### src/rtl/cnt1s_sched.sv
// cnt1s_sched: two-requester scheduler around an iterative engine that counts
// the decimal digits equal to 1 in an operand, one decimal digit per clock.
// A round-robin arbiter grants one requester, latches its operand, scans it
// least-significant digit first and returns the count with a done pulse that
// is tagged with the requester id.
//
// Build option: define CNT1S_SCHED_FIXPRIO_EN for fixed priority (A always
// beats B). In that build the round-robin pointer does not exist.
// Default (macro undefined): round-robin, with A winning the first contention.

module cnt1s_sched #(
    parameter int unsigned W  = 6,  // operand width
    parameter int unsigned CW = 3   // result width, holds the digit count of 2^W-1
) (
    input  logic          clk,
    input  logic          rst,
    input  logic          req_a,
    input  logic [W-1:0]  din_a,
    input  logic          req_b,
    input  logic [W-1:0]  din_b,
    output logic          gnt_a,
    output logic          gnt_b,
    output logic          busy,
    output logic          done,
    output logic          done_id,
    output logic [CW-1:0] o
);

    typedef enum logic [1:0] {
        StIdle = 2'd0,
        StScan = 2'd1,
        StDone = 2'd2
    } state_e;

    localparam logic [W-1:0] Ten = W'(10);
    localparam logic [W-1:0] One = W'(1);

    state_e        state_q;
    logic [W-1:0]  aux_q;      // remaining undigested part of the operand
    logic [CW-1:0] cnt_q;      // 1-digits found so far
    logic          id_q;       // requester being served: 0 = A, 1 = B
    logic          gnt_a_q;
    logic          gnt_b_q;
    logic          busy_q;
    logic          done_q;
    logic          done_id_q;
    logic [CW-1:0] o_q;
`ifndef CNT1S_SCHED_FIXPRIO_EN
    logic          rr_last_q;  // last winner: 0 = A, 1 = B
`endif

    logic          win_b_d;    // arbitration result for this edge
    logic [W-1:0]  din_win_d;  // operand of the winner
    logic          aux_ge10_d; // more than one decimal digit left
    logic [W-1:0]  aux_div_d;
    logic [W-1:0]  aux_mod_d;
    logic          digit_one_d;
    logic [CW-1:0] cnt_d;      // count including the digit consumed this step

    // Arbitration: pick the winner among the active requests.
    always_comb begin
        win_b_d = 1'b0;
`ifdef CNT1S_SCHED_FIXPRIO_EN
        win_b_d = req_b && !req_a;
`else
        // On contention the requester that did not win last time goes next.
        win_b_d = req_b && (!req_a || !rr_last_q);
`endif
        din_win_d = win_b_d ? din_b : din_a;
    end

    // Digit step: peel off the lowest decimal digit and test it for 1.
    always_comb begin
        aux_ge10_d  = (aux_q >= Ten);
        aux_div_d   = aux_q / Ten;
        aux_mod_d   = aux_q % Ten;
        // The last (most significant) digit is aux itself once it is below 10.
        digit_one_d = aux_ge10_d ? (aux_mod_d == One) : (aux_q == One);
        cnt_d       = cnt_q + CW'(digit_one_d);
    end

    // Control FSM with registered outputs.
    always_ff @(posedge clk or posedge rst) begin
        if (rst) begin
            state_q   <= StIdle;
            aux_q     <= '0;
            cnt_q     <= '0;
            id_q      <= 1'b0;
            gnt_a_q   <= 1'b0;
            gnt_b_q   <= 1'b0;
            busy_q    <= 1'b0;
            done_q    <= 1'b0;
            done_id_q <= 1'b0;
            o_q       <= '0;
`ifndef CNT1S_SCHED_FIXPRIO_EN
            rr_last_q <= 1'b1;
`endif
        end else begin
            // Pulses default low; they are raised for exactly one cycle below.
            gnt_a_q <= 1'b0;
            gnt_b_q <= 1'b0;
            done_q  <= 1'b0;
            unique case (state_q)
                StIdle: begin
                    if (req_a || req_b) begin
                        aux_q     <= din_win_d;
                        cnt_q     <= '0;
                        id_q      <= win_b_d;
`ifndef CNT1S_SCHED_FIXPRIO_EN
                        rr_last_q <= win_b_d;
`endif
                        gnt_a_q   <= !win_b_d;
                        gnt_b_q   <= win_b_d;
                        busy_q    <= 1'b1;
                        state_q   <= StScan;
                    end
                end
                StScan: begin
                    if (aux_ge10_d) begin
                        cnt_q <= cnt_d;
                        aux_q <= aux_div_d;
                    end else begin
                        o_q       <= cnt_d;
                        done_id_q <= id_q;
                        done_q    <= 1'b1;
                        state_q   <= StDone;
                    end
                end
                StDone: begin
                    busy_q  <= 1'b0;
                    state_q <= StIdle;
                end
                default: begin
                    busy_q  <= 1'b0;
                    state_q <= StIdle;
                end
            endcase
        end
    end

    assign gnt_a   = gnt_a_q;
    assign gnt_b   = gnt_b_q;
    assign busy    = busy_q;
    assign done    = done_q;
    assign done_id = done_id_q;
    assign o       = o_q;

endmodule

### config.mk
export PLATFORM = sky130hd
export DESIGN_NAME = cnt1s_sched
export DESIGN_NICKNAME = d
export VERILOG_FILES = /design/src/rtl/cnt1s_sched.sv
export SDC_FILE = /design/constraint.sdc
export NUM_CORES = 1
export LEC_CHECK = 0
export CAP_MARGIN = 20
export CORE_ASPECT_RATIO = 0.6
export CORE_MARGIN = 3
export CORE_UTILIZATION = 40
export CTS_BUF_LIST = sky130_fd_sc_hd__clkbuf_8
export CTS_CLUSTER_DIAMETER = 80
export DETAILED_ROUTE_END_ITERATION = 8
export PLACE_DENSITY = 0.74
export SKIP_CTS_REPAIR_TIMING = 1
export SYNTH_ARGS = -nofsm -noshare
export SYNTH_HDL_FRONTEND = slang
export SYNTH_SLANG_ARGS = --single-unit
### constraint.sdc
create_clock -name clk -period 4.66 [get_ports clk]
set_clock_uncertainty 0.15 [all_clocks]
set_input_delay 0.932 -clock clk [delete_from_list [all_inputs] [get_ports clk]]
set_output_delay 0.932 -clock clk [all_outputs]
set_load 0.1 [all_outputs]
==> metrics.csv, run 1 <==
stage;metric;value;unit
synthesis;yosys.area.top_type;dfrtp_1;
timing;tightest_slew;0.976;ns
global_route;grt_pass1_wl;4.10;mm
synthesis;seq_area_frac_synth;45.4;%
drt;viasPerCell;5.40;
synthesis;avgSynthCellArea;9.84;um^2
worst_setup_path;critPathSlowestCell;clkdlybuf4s50_1;
synthesis;yosys-top-cells-area;dfrtp_1, nand2_1, mux2i_1, o21ai_0, buf_6;
power_and_ir_drop;ir_drop;0.398;mV
drt;firstDrtPassIters;4;
timing;report.final.slew_viol_count;0;
clocking;cts_sinks;21;
global_route;track_usage;15.7;%
power_and_ir_drop;swShare;50.9;%
layout;final_nets;156;
synthesis;synth_edf_count;0;
drt;postRouteAntennaNets;0;
die;core_area;2630;um^2
run;maxCapViolCount;0;
clocking;cts.htree.levels;1;
die;die_x;75.6;um
global_route;grt_pass1_vias;878;
global_route;grt_max_degree;22;
synthesis;synth_cell_types;41;
worst_setup_path;end_kind;output port;
timing;min_period_over_period;60.7;%
synthesis;syn_inst;118;
power_and_ir_drop;total_power;1.02;mW
worst_setup_path;worstPathMaxFanout;2;
timing;setup_violations;0;
global_route;antenna_found_initial;0;
timing;slew_headroom;34.7;%
layout;seqCellArea;527;um^2
timing;hold_viol_final;0;
layout;multiInputGateArea;546;um^2
timing;rsz0062_at_grt;no;
layout;layout_common_cells;clkdlybuf4s50_1, dfrtp_1, nand2_1;
place;dpl-instance-area;1370;um^2
drt;routed_wl;2.49;mm
place;gp_congestion;0.820;
power_and_ir_drop;intPower;0.500;mW
die;io_pins;24;
clocking;path_clk_slew;0.07;ns
worst_setup_path;startpoint_type;register;
synthesis;synth_top_area_share;43.1;%
synthesis;synth_seq_cells;21;
layout;antenna_cells;0;
synthesis;synth_top_flop_cell;dfrtp_1;
timing;fin_ws;1.83;ns
worst_setup_path;crit_type;reg2out;
layout;syn_to_final_growth;21.4;%
power_and_ir_drop;power_switching;0.519;mW
power_and_ir_drop;combinationalPowerShare;54.8;%
clocking;insertion_delay;0.26;ns
synthesis;synth-async-reset-ratio;100;%
die;start_util;44.2;%
worst_setup_path;cpPeakStageDelay;1.13;ns
clocking;clockBufferDepth;2;
synthesis;synth.cell_area;1160;um^2
layout;fill_cells;241;
layout;utilization;53.7;%
timing;fin_crit;2.83;ns
worst_setup_path;required;3.58;ns
power_and_ir_drop;power_frac_clock;11.5;%
power_and_ir_drop;power_density;723;nW/um^2
die;die-area;3610;um^2
drt;wl_per_cell;14.7;um
clocking;clockRootBuffer;clkbuf_8;
timing;max_freq;354;MHz
layout;final_area;1410;um^2
power_and_ir_drop;leakagePower;0.612;nW
worst_setup_path;crit_path_cell_trace;clkdlybuf4s50_1;
die;die_y;47.7;um
worst_setup_path;crit_arrival;1.75;ns
min_path;holdCritPathClass;reg2reg;
place;post-place-ws;1.61;ns
worst_setup_path;path_delay_family;buffers and inverters;
synthesis;yosys_warnings;0;
clocking;cts_made_buffers;3;
drt;drc_errors;0;
timing;fin_setup_tns;0;ns
place;port-buffer-count;23;
layout;drive_gt1_share;10.9;%
power_and_ir_drop;pwr-share-seq;33.8;%
synthesis;synth_nets;136;
clocking;cts_tree;yes;
die;row_count;14;
layout;layout_commonest_cell;clkdlybuf4s50_1;
place;hpwl;1.89;mm
drt;via_count;912;
outcome;status;finished clean;
worst_setup_path;crit_buf_inv;1;
global_route;gr-total-overflow;0;
drt;drtIter0Drc;58;
[power by group through the flow]
stage / registers, mW / logic [mW] / clock network (mW)
finish: 0.344 / 0.558 / 0.117
global route: 0.355 / 0.609 / 0.125
detailed placement: 0.344 / 0.560 / 0
global placement: 0.340 / 0.543 / 0
floorplan: 0.451 / 0.361 / 0
CTS: 0.342 / 0.561 / 0.118
[state kept, by name, summed over array words and instances, names as in the netlist]
name       count
state_q        2
done_id        1
o              3
gnt_a          1
done           1
aux_q          6
cnt_q          3
busy           1
gnt_b          1
rr_last_q      1
id_q           1
[final timing paths]
| check | startpoint | endpoint | slack [ns] | depth (start not counted) |
|---|---|---|---|---|
| worst max-delay path | busy$_DFFE_PP0P_ | busy | 1.83 | 1 |
| worst min-delay path | done_id$_DFFE_PP0P_ | done_id$_DFFE_PP0P_ | 0.33 | 2 |
| worst max register to register | aux_q[3]$_DFFE_PP0P_ | cnt_q[2]$_DFFE_PP0P_ | 2.39 | 8 |
| worst min register to register | done_id$_DFFE_PP0P_ | done_id$_DFFE_PP0P_ | 0.33 | 2 |
| max in group asynchronous | rst | aux_q[1]$_DFFE_PP0P_ | 2.89 | 2 |
| min in group asynchronous | rst | gnt_a$_DFF_PP0_ | 0.98 | 2 |
[cell type report]
cell class / instances / share of cell area, %
multi-input cells: 83 / 38.7
inverters: 6 / 1.60
flip-flops and latches: 21 / 37.4
repair buffers: 23 / 16.3
clock buffers: 3 / 2.93
clock inverters: 1 / 0.266
well taps: 32 / 2.84
[Yosys cell counts, types with 2 or more instances]
master    count
mux2i_1       5
nand2b_1      2
nand3b_1      2
o21ai_0       7
o21ai_1       2
nor2_1        7
inv_1         5
a31oi_1       2
o21ai_2       2
xnor2_1       3
buf_2         2
nor2b_1       3
nand2_1      18
buf_6         3
o21a_1        2
ha_1          2
a21oi_1       2
dfrtp_1      20
o22ai_1       2
a211oi_1      2
a221oi_2      2
nor3_1        3
buf_4         2
[cell families after synthesis]
group,count (synthesis),share of synthesized area (%)
multiplexers,5,4.31
AND/OR/NAND/NOR,41,17.0
AO/OA/AOI/OAI,32,21.2
buffers and inverters,14,7.65
adder cells (fa/ha/maj),2,2.15
XOR/XNOR,3,2.26
flip-flops,21,45.4
[stage by stage]
stage	instances	hold WS (ns)
finish	169	0.332
floorplan	118	0.289
global route	169	0.361
global placement	165	0.310
detailed placement	165	0.316
CTS	169	0.333
[tightest hold or removal path, stage by stage (launching register included)]
cell and delay [ns]:
dfrtp_1 0.34, nand2_1 0.05, nand2_1 0.06
[per-layer routing]
layer	vias up	GRT usage [%]	share of wire, %
li1	450	-	-
met1	431	22.0	50
met2	29	24.9	43
met3	2	4.61	5.9
met4	0	2.09	0.40
met5	-	0	0
Power figures use the tool's default switching activity.
==> inputs of run 2 (changes only) <==
- PLACE_DENSITY: 0.74 -> 0.76
- clock period: 4.66 -> 2.3 ns (I/O delays scaled with it)
==> metrics.csv, run 2 (synthesis gave the netlist of run 1 again) <==
stage;metric;value;unit;change
worst_setup_path;crit_top_cell;ha_1;;
drt;postRouteAntennaNets;0;;unchanged
worst_setup_path;crit_type;reg2reg;;
die;core_area;2630;um^2;unchanged
die;die_y;47.7;um;unchanged
worst_setup_path;crit_arrival;2.13;ns;+0.38 ns
layout;final_nets;163;;+4.5%
clocking;cts_sinks;21;;unchanged
worst_setup_path;crit_path_cell_trace;xnor2_1, nand2b_1, a21oi_1, o221a_1, ha_1, ha_1, nor2b_1, a22o_1;;
worst_setup_path;crit_buf_inv;0;;-1
die;start_util;44.2;%;unchanged
timing;max_freq;470;MHz;
layout;antenna_cells;0;;unchanged
min_path;holdCritPathClass;reg2reg;;
clocking;clockBufferDepth;2;;unchanged
timing;setup_violations;0;;unchanged
worst_setup_path;end_kind;register;;
global_route;gr-total-overflow;0;;unchanged
worst_setup_path;rrSetupSlack;0.17;ns;-2.22 ns
worst_setup_path;critPathSlowestCell;dfrtp_1;;
clocking;clockRootBuffer;clkbuf_8;;
place;gp_congestion;0.917;;+12%
timing;fin_setup_tns;0;ns;unchanged
layout;largest-register;aux_q;;
timing;tightest_slew;0.364;ns;-0.612 ns
global_route;grt_pass1_vias;901;;+2.6%
clocking;cts_made_buffers;3;;unchanged
timing;rsz0062_at_grt;no;;
power_and_ir_drop;ir_drop;0.996;mV;+150%
layout;layout_commonest_cell;dfrtp_1;;
global_route;antenna_found_initial;0;;unchanged
power_and_ir_drop;leakagePower;0.657;nW;+7.4%
layout;syn_to_final_growth;24.4;%;
global_route;grt_pass1_wl;4.37;mm;+6.6%
worst_setup_path;path_delay_family;compound AO/OA/AOI/OAI gates;;
clocking;path_clk_slew;0.07;ns;about the same
clocking;cts_tree;yes;;
drt;wl_per_cell;15.0;um;+1.7%
place;hpwl;2.06;mm;+8.9%
die;die_x;75.6;um;unchanged
clocking;insertion_delay;0.26;ns;about the same
drt;drc_errors;0;;unchanged
worst_setup_path;cpPeakStageDelay;0.49;ns;-0.64 ns
outcome;status;finished clean;;
timing;slew_headroom;75.6;%;+41 points
die;die-area;3610;um^2;unchanged
layout;layout_common_cells;dfrtp_1, nand2_1, clkdlybuf4s50_1, buf_4;;
global_route;track_usage;16.7;%;+0.98 points
drt;via_count;928;;+1.8%
place;port-buffer-count;23;;unchanged
drt;drtIter0Drc;42;;-28%
timing;report.final.slew_viol_count;0;;unchanged
worst_setup_path;required;2.31;ns;-1.27 ns
timing;fin_crit;2.13;ns;
drt;routed_wl;2.64;mm;+5.9%
run;maxCapViolCount;0;;unchanged
clocking;cts.htree.levels;1;;unchanged
die;io_pins;24;;unchanged
worst_setup_path;startpoint_type;register;;
drt;viasPerCell;5.27;;-2.3%
global_route;grt_max_degree;22;;unchanged
worst_setup_path;worstPathMaxFanout;9;;+7
drt;firstDrtPassIters;4;;unchanged
timing;hold_viol_final;0;;unchanged
power_and_ir_drop;power_density;1480;nW/um^2;+100%
timing;holdWs;0.320;ns;-0.0122 ns
timing;min_period_over_period;92.5;%;
layout;largest_register_ffs;6;;unchanged
layout;drive_gt1_share;21.5;%;+11 points
die;row_count;14;;unchanged
run 2: changes by cell type in the layout (fill, tap and decap cells not counted):
cell,delta
clkinv_2,+1
buf_4,+15
clkdlybuf4s50_1,-8
inv_1,-1
run 2: per-layer routing:
layer | global-route usage, % | part of all wire (%) | routed length, um
met5 | 0 | 0 | 0
met4 | 3.14 | 1.1 | 29
met3 | 6.92 | 8.8 | 231
met2 | 25.9 | 44 | 1160
met1 | 22.3 | 46 | 1220
run 2: area by class of cell:
type	instances	area [um^2]
flip-flops and latches	21	527
repair buffers	30	263
well taps	32	40.0
multi-input cells	83	546
clock inverters	1	5.00
inverters	6	22.5
fillers	235	1180
clock buffers	3	41.3
run 2: power by group:
group | switching (mW) | leakage [nW] | internal [mW]
logic | 0.823 | 0.366 | 0.418
registers | 0.134 | 0.266 | 0.514
clock network | 0.119 | 0.0255 | 0.121
run 2: stage by stage:
stage | total power, mW | cells | utilization [%] | instance area [um^2] | worst slack (ns)
floorplan | 1.64 | 118 | - | 1160 | 0.290
detailed placement | 1.89 | 172 | 53.2 | 1400 | 0.200
finish | 2.13 | 176 | 55.0 | 1440 | 0.172
global route | 2.28 | 176 | 55.0 | 1440 | 0.0570
CTS | 2.15 | 176 | 55.0 | 1440 | 0.169
global placement | 1.85 | 172 | 53.2 | 1400 | 0.247
run 2: worst paths after layout:
| check | from | end | depth (start not counted) |
|---|---|---|---|
| max reg2reg | aux_q[1]$_DFFE_PP0P_ | cnt_q[2]$_DFFE_PP0P_ | 8 |
| max in group asynchronous | rst | rr_last_q$_DFFE_PP1P_ | 3 |
| min | id_q$_DFFE_PP0P_ | done_id$_DFFE_PP0P_ | 2 |
| min reg2reg | id_q$_DFFE_PP0P_ | done_id$_DFFE_PP0P_ | 2 |
| min in group asynchronous | rst | gnt_a$_DFF_PP0_ | 3 |
| max | aux_q[1]$_DFFE_PP0P_ | cnt_q[2]$_DFFE_PP0P_ | 8 |
run 2: worst min-delay path: cells and delay by family, from the launching register on:
| kind | cells | cell delay [ns] |
|---|---|---|
| DFF | 1 | 0.34 |
| and+or+nand+nor | 2 | 0.10 |
==> inputs of run 3 (changes only) <==
- CORE_UTILIZATION: 40 -> 30
- CTS_CLUSTER_SIZE: default -> 12
- PLACE_DENSITY: 0.76 -> 0.62
==> metrics.csv, run 3 (synthesis gave the netlist of run 1 again) <==
stage;metric;value;unit;change
global_route;track_usage;11.5;%;-5.1 points
layout;syn_to_final_growth;23.8;%;
layout;layout_commonest_cell;dfrtp_1;;
power_and_ir_drop;swShare;50.6;%;about the same
timing;slew_headroom;73.4;%;-2.2 points
timing;max_freq;469;MHz;-0.10%
drt;drtIter0Drc;38;;-9.5%
run;maxCapViolCount;0;;unchanged
layout;antenna_cells;0;;unchanged
worst_setup_path;end_kind;register;;
worst_setup_path;required;2.30;ns;about the same
drt;via_count;931;;+0.32%
worst_setup_path;r2r_cells;8;;unchanged
drt;drc_errors;0;;unchanged
min_path;holdCritPathClass;reg2reg;;
die;die_y;54.2;um;+14%
timing;report.final.slew_viol_count;0;;unchanged
timing;tightest_slew;0.398;ns;+0.0348 ns
global_route;grt_pass1_wl;4.15;mm;-4.9%
worst_setup_path;crit_type;reg2reg;;
die;row_count;16;;+2
clocking;cts_made_buffers;3;;unchanged
die;die-area;4680;um^2;+30%
place;hpwl;1.92;mm;-6.6%
clocking;cts_tree;yes;;
die;core_area;3480;um^2;+33%
power_and_ir_drop;intPower;1.02;mW;-2.8%
timing;setup_violations;0;;unchanged
die;die_x;86.3;um;+14%
power_and_ir_drop;power_switching;1.05;mW;-2.7%
outcome;status;finished clean;;
place;gp_congestion;0.820;;-11%
drt;firstDrtPassIters;4;;unchanged
drt;wl_per_cell;13.5;um;-10%
layout;largest-register;aux_q;;
clocking;clockRootBuffer;clkbuf_8;;
timing;holdWs;0.330;ns;+0.0101 ns
layout;multiInputGateArea;546;um^2;unchanged
layout;fill_cells;359;;+53%
power_and_ir_drop;ir_drop;0.806;mV;-19%
min_path;min_path_cells;2;;unchanged
layout;largest_register_ffs;6;;unchanged
power_and_ir_drop;power_density;1440;nW/um^2;-2.3%
layout;layout_common_cells;dfrtp_1, nand2_1, clkdlybuf4s50_1;;
timing;fin_setup_tns;0;ns;unchanged
clocking;path_clk_slew;0.08;ns;about the same
power_and_ir_drop;power_frac_clock;11.0;%;-0.3 points
clocking;cts_sinks;21;;unchanged
clocking;cts.htree.levels;1;;unchanged
die;start_util;33.3;%;-11 points
power_and_ir_drop;leakagePower;0.642;nW;-2.2%
global_route;grt_max_degree;22;;unchanged
place;port-buffer-count;23;;unchanged
drt;postRouteAntennaNets;0;;unchanged
place;post-place-ws;0.129;ns;-0.0718 ns
layout;drive_gt1_share;19.9;%;-1.7 points
clocking;clockBufferDepth;2;;unchanged
timing;fin_crit;2.13;ns;+0.00218 ns
worst_setup_path;worstPathMaxFanout;6;;-3
power_and_ir_drop;combinationalPowerShare;56.3;%;-2.0 points
layout;seqCellArea;528;um^2;+0.24%
power_and_ir_drop;pwr-share-seq;32.8;%;+2.3 points
layout;final_nets;160;;-1.8%
timing;hold_viol_final;0;;unchanged
drt;routed_wl;2.50;mm;-5.0%
worst_setup_path;startpoint_type;register;;
clocking;insertion_delay;0.25;ns;about the same
timing;rsz0062_at_grt;no;;
timing;fin_ws;0.170;ns;-0.00218 ns
drt;viasPerCell;5.01;;-5.1%
global_route;antenna_found_initial;0;;unchanged
timing;min_period_over_period;92.6;%;+0.095 points
global_route;grt_pass1_vias;857;;-4.9%
global_route;gr-total-overflow;0;;unchanged
die;io_pins;24;;unchanged
worst_setup_path;crit_arrival;2.13;ns;about the same
run 3: final timing paths:
check	startpoint	to	slack [ns]
setup / recovery	aux_q[3]$_DFFE_PP0P_	cnt_q[2]$_DFFE_PP0P_	0.17
hold / removal	o[1]$_DFFE_PP0P_	o[1]$_DFFE_PP0P_	0.33
setup reg to reg	aux_q[3]$_DFFE_PP0P_	cnt_q[2]$_DFFE_PP0P_	0.17
hold reg to reg	o[1]$_DFFE_PP0P_	o[1]$_DFFE_PP0P_	0.33
max in group asynchronous	rst	rr_last_q$_DFFE_PP1P_	1.34
min in group asynchronous	rst	aux_q[4]$_DFFE_PP0P_	0.39
run 3: per-stage QoR:
stage / instance area (um^2) / power, mW / instances / util (%)
floorplan: 1160 / 1.64 / 118 / -
global placement: 1390 / 1.81 / 182 / 39.9
detailed placement: 1390 / 1.85 / 182 / 39.9
CTS: 1440 / 2.09 / 186 / 41.2
global route: 1440 / 2.23 / 186 / 41.3
finish: 1440 / 2.07 / 186 / 41.3
run 3: power by group through the flow:
stage          clock [mW]  sequential [mW]  combinational [mW]
2_1_floorplan           0            0.913               0.731
3_5_place_dp            0            0.682                1.17
4_1_cts             0.242            0.676                1.17
5_1_grt             0.256            0.704                1.27
6_report            0.228            0.679                1.17
3_3_place_gp            0            0.672                1.14
run 3: cell type report:
type,count,share of cell area (%)
Multi-Input combinational cell,83,37.9
Sequential cell,21,36.7
Timing Repair Buffer,27,16.7
Tap cell,45,3.92
Clock buffer,3,2.87
Inverter,6,1.57
Clock inverter,1,0.261
run 3: metal layers:
metal	up-vias	wire (um)	part of all wire, %	global-route usage (%)
met5	-	0	0	0
met3	2	171	6.8	3.36
li1	455	-	-	-
met2	27	1030	41	17.8
met1	447	1280	51	16.5
met4	0	15	0.60	1.55
run 3: critical path, cell delays in order (launching register included):
cell and delay, ns:
dfrtp_1 0.47, nor2_1 0.10, and2_0 0.16, o21a_1 0.18, o221a_1 0.21, ha_1 0.18, ha_1 0.21, nor2b_1 0.14
a22o_1 0.22
